--- config.mk ---
export PLATFORM = sky130hd
export DESIGN_NAME = uart_tx
export DESIGN_NICKNAME = d
export VERILOG_FILES = /design/src/rtl/uart_pkg.sv /design/src/rtl/uart_bit_timer.sv /design/src/rtl/uart_tx.sv
export SDC_FILE = /design/constraint.sdc
export NUM_CORES = 1
export LEC_CHECK = 0
export ABC_CLOCK_PERIOD_IN_PS = 6100
export CAP_MARGIN = 20
export CORE_MARGIN = 3
export CORE_UTILIZATION = 50
export DETAILED_ROUTE_END_ITERATION = 10
export PLACE_DENSITY = 0.72
export REMOVE_ABC_BUFFERS = 1
export SLEW_MARGIN = 15
export SYNTH_ARGS = -nofsm -noshare
export SYNTH_HDL_FRONTEND = slang
export SYNTH_SLANG_ARGS = --single-unit
--- constraint.sdc ---
create_clock -name clk -period 6.1 [get_ports clk]
set_clock_uncertainty 0.2 [all_clocks]
set_input_delay 0.61 -clock clk [delete_from_list [all_inputs] [get_ports clk]]
set_output_delay 0.61 -clock clk [all_outputs]
set_load 0.01 [all_outputs]
--- src/rtl/uart_pkg.sv ---
// Shared UART framing definitions used by both transmitter and receiver
// so the two ends agree on baud timing and frame layout.
package uart_pkg;

    typedef enum logic [1:0] {
        IDLE  = 2'd0,
        START = 2'd1,
        DATA  = 2'd2,
        STOP  = 2'd3
    } uart_state_t;

    localparam int BITDUR_DEFAULT = 1736;  // 200 MHz / 115200 baud
    localparam int DATA_BITS      = 8;
    localparam int STOP_BITS      = 1;

endpackage

--- src/rtl/uart_bit_timer.sv ---
// Bit-period counter: counts 0..BITDUR-1 while enabled, flags the last cycle
// of each bit and wraps to zero there.
module uart_bit_timer
    import uart_pkg::*;
#(
    parameter int BITDUR = BITDUR_DEFAULT,
    localparam int W     = $clog2(BITDUR)
) (
    input  logic clk,
    input  logic reset,
    input  logic clear,
    input  logic enable,
    output logic tc
);

    logic [W-1:0] count;

    assign tc = (count == W'(BITDUR - 1));

    always_ff @(posedge clk) begin
        if (reset || clear) begin
            count <= '0;
        end else if (enable) begin
            count <= tc ? '0 : count + W'(1);
        end
    end

endmodule

--- src/rtl/uart_tx.sv ---
// 8N1 UART transmitter, LSB first, idle-high line, with a one-byte holding
// register so consecutive frames go out with no idle gap.
module uart_tx
    import uart_pkg::*;
#(
    parameter int BITDUR = BITDUR_DEFAULT
) (
    input  logic                 clk,
    input  logic                 reset,
    input  logic [DATA_BITS-1:0] data,
    input  logic                 valid,
    output logic                 ready,
    output logic                 out,
    output logic                 busy
);

    localparam int IW = $clog2(DATA_BITS);

    uart_state_t          state, state_n;
    logic [DATA_BITS-1:0] shift, shift_n;
    logic [DATA_BITS-1:0] hold, hold_n;
    logic                 hold_full, hold_full_n;
    logic [IW-1:0]        idx, idx_n;
    logic                 out_n;
    logic                 tc;

    // Timer is held at zero in IDLE so every frame starts on a fresh count.
    uart_bit_timer #(.BITDUR(BITDUR)) u_timer (
        .clk    (clk),
        .reset  (reset),
        .clear  (state == IDLE),
        .enable (state != IDLE),
        .tc     (tc)
    );

    assign ready = ~hold_full;
    assign busy  = (state != IDLE) | hold_full;

    always_ff @(posedge clk) begin
        if (reset) begin
            state     <= IDLE;
            shift     <= '0;
            hold      <= '0;
            hold_full <= 1'b0;
            idx       <= '0;
            out       <= 1'b1;
        end else begin
            state     <= state_n;
            shift     <= shift_n;
            hold      <= hold_n;
            hold_full <= hold_full_n;
            idx       <= idx_n;
            out       <= out_n;
        end
    end

    always_comb begin
        state_n     = state;
        shift_n     = shift;
        hold_n      = hold;
        hold_full_n = hold_full;
        idx_n       = idx;
        out_n       = out;

        // Accept and transfer are mutually exclusive since ready = ~hold_full.
        if (valid && !hold_full) begin
            hold_n      = data;
            hold_full_n = 1'b1;
        end

        case (state)
            IDLE: begin
                out_n = 1'b1;
                if (hold_full) begin
                    shift_n     = hold;
                    hold_full_n = 1'b0;
                    out_n       = 1'b0;
                    state_n     = START;
                end
            end
            START: begin
                if (tc) begin
                    idx_n   = '0;
                    out_n   = shift[0];
                    state_n = DATA;
                end
            end
            DATA: begin
                if (tc) begin
                    if (idx == IW'(DATA_BITS - 1)) begin
                        idx_n   = '0;
                        out_n   = 1'b1;
                        state_n = STOP;
                    end else begin
                        idx_n = idx + IW'(1);
                        out_n = shift[idx_n];
                    end
                end
            end
            STOP: begin
                if (tc) begin
                    if (hold_full) begin
                        shift_n     = hold;
                        hold_full_n = 1'b0;
                        out_n       = 1'b0;
                        state_n     = START;
                    end else begin
                        state_n = IDLE;
                    end
                end
            end
            default: state_n = IDLE;
        endcase
    end

endmodule

==> impl_metrics.yaml <==
setup_path:
  cp_max_fo: 12
  arrival_ns: 1.87
  crit_path_end_kind: "output port"
  r2r_cells: 5
  cp-start-kind: "flop"
  worstPathRequired_ns: 5.29
  critPathKind: "flop to output port"
layout:
  final_nets: 201
  syn_to_final_growth_pct: 12.75
  multiInputGateArea_sq_um: 823.3
  fin_util_pct: 61.27
  final_layout_size_suffix_gt1_share_pct: 5.978
  antennaDiodeCount: 0
  nFillCells: 263
  regArea_sq_um: 680.7
clock_tree:
  cts_tree: "done"
  cts_hold_buf: 0
  root_buffer: "clkbuf_4"
  postCtsSetupBuffers: 0
  clk_pin_slew_ns: 0.10
  cts.htree.levels: 2
  numCtsBuffers: 5
  clock_latency_ns: 0.32
  clock_path_buffers: 2
  cts_resized: 0
  clkSinkCount: 34
yosys:
  yosysWarnings: 0
  ys_ff_latch: 34
  ys_async_sr_fraction_pct: 0
  yosysUniqueCellTypes: 40
  yosysTopAreaCell: "dfxtp_1"
  synth_top_area_share_pct: 43.91
  ys_top_cells_by_area: "dfxtp_1, nand2_1, mux2i_1, ha_1, nor2_1"
  ys_seq_area_share_pct: 43.91
  synth-edff-count: 0
  yosys_most_used_dff: "dfxtp_1"
  syn_avg_cell_area_sq_um: 9.119
  synth_area_sq_um: 1550
  synthCells: 170
placed_design:
  routabilityCongestion: 0.7722
  port_buffers: 13
  dp_slack_ns: 3.510
  dp_hpwl_mm: 2.018
global_route:
  gr-usage-all-layers_pct: 16.74
  grt_pass1_vias: 1070
  grt_overflow_total: 0
  grt_pass1_wl_mm: 4.678
  grt_antenna_before_repair: 0
  grt_max_degree: 26
die:
  initial_utilization_pct: 54.34
  fp.dieW_um: 61.68
  die_area_sq_um: 3804
  dieHeight_um: 61.68
  io_pins: 14
  rows: 19
  coreArea_sq_um: 2853
power:
  pwr-share-clk_pct: 21.5
  p_leak_nw: 0.6643
  p_comb_share_pct: 33.6
  p_switching_mw: 0.1958
  internal-power_mw: 0.3903
  cellPowerDensity_nw_per_um2: 335.3
  seqPwrFrac_pct: 44.9
  max-vdd-ir-drop_mv: 0.1703
  fin_total_pwr_mw: 0.5861
  switching_share_pct: 33.41
routing:
  dr.pass1.iters: 4
  drc: 0
  via_count: 1197
  first_iter_violations: 49
  ant_nets: 0
  wl_per_cell_um: 12.87
  viasPerCell: 5.567
  wirelength_mm: 2.768
min_path:
  hp-class: "flop to flop"
  worstHoldPathCells: 2
timing:
  timing.final.ws_setup_ns: 3.424
  finalHoldViolCount: 0
  period_minus_slack_ns: 2.676
  max_slew.worst_pin.slew_ns: 0.8619
  rsz0062_at_grt: "false"
  setup_tns_ns: 0
  period_share_pct: 43.86
  max_slew_margin_pct: 42.36
  setup_viol: 0
  drv_slew: 0
  fmax_ghz: 0.3737
outcome:
  status: "finished clean"
job:
  maxCapViolCount: 0
sequential cells by signal, indices dropped and copies added, names as in the netlist:
signal	cells
state	2
shift	8
u_timer.count	11
hold	8
idx	3
out	1
hold_full	1
stage by stage:
stage               instance area, sq um  hold WS [ns]  std cells
floorplan                           1519        0.2295        163
global placement                    1688        0.2356        207
detailed placement                  1688        0.2491        207
CTS                                 1748        0.2635        215
global route                        1748        0.2894        215
finish                              1748        0.2634        215
logic make-up after synthesis:
logic type	count (synthesis)	synth area share, %
AOI/OAI and AO/OA	23	10.25
adders and majority gates	7	5.649
DFF	34	43.91
buffers and inverters	11	2.985
xor gates and xnor gates	9	5.085
and+or+nand+nor	75	23.17
muxes	11	8.959
metal layers:
metal  track usage [%]  share of wire [%]  routed length [um]  up-vias
met3             5.660                3.8                 106        2
li1                  -                  -                   -      612
met2             27.65                 49                1355       17
met5                 0                  0                   0        -
met1             20.79                 46                1285      566
met4             4.545               0.76                  21        0
power groups by stage:
stage	sequential, mW	clock (mW)	combinational, mW
6_report	0.263	0.126	0.197
5_1_grt	0.267	0.145	0.220
4_1_cts	0.263	0.131	0.198
3_5_place_dp	0.269	0	0.197
3_3_place_gp	0.267	0	0.193
2_1_floorplan	0.266	0	0.140
layout make-up:
type | instances | area share (%)
Clock inverter | 1 | 0.2863
Sequential cell | 34 | 38.94
Tap cell | 31 | 2.219
Timing Repair Buffer | 13 | 7.445
Multi-Input combinational cell | 125 | 47.10
Clock buffer | 7 | 3.150
Inverter | 4 | 0.8590
placed cells by master (no fill, tap or decap), types with 2 or more instances in the layout:
master,netlist,layout
o21ai_0,2,2
dfxtp_1,34,34
ha_1,7,7
nor3_1,4,4
nand2_1,25,25
xnor2_1,7,7
nand2b_1,2,2
and3_1,5,5
nand3_1,4,4
mux2i_1,9,9
o21ai_1,2,2
clkbuf_4,0,5
inv_1,4,4
nor2_1,23,23
clkdlybuf4s50_1,0,13
a21oi_1,12,12
xor2_1,2,2
critical path, stage by stage, from the launching register on:
cell and delay [ns]:
dfxtp_1 0.35, inv_1 0.12, ha_1 0.42, nand2_1 0.15, clkdlybuf4s50_1 0.51
synthesized netlist by cell type, types with 2 or more instances:
| cell | count |
|---|---|
| a21oi_1 | 12 |
| and3_1 | 5 |
| clkbuf_1 | 4 |
| dfxtp_1 | 34 |
| ha_1 | 7 |
| inv_1 | 4 |
| mux2i_1 | 9 |
| nand2_1 | 25 |
| nand2b_1 | 2 |
| nand3_1 | 4 |
| nor2_1 | 23 |
| nor3_1 | 4 |
| o21ai_0 | 2 |
| o21ai_1 | 2 |
| xnor2_1 | 7 |
| xor2_1 | 2 |
final timing paths:
check | to | from | slack (ns)
setup reg to reg | out | idx[0] | 3.79
hold reg to reg | hold[4] | hold[4] | 0.26
hold / removal | hold[4] | hold[4] | 0.26
setup / recovery | busy | state[0] | 3.42
No activity file was read; power rests on OpenSTA's default activity.
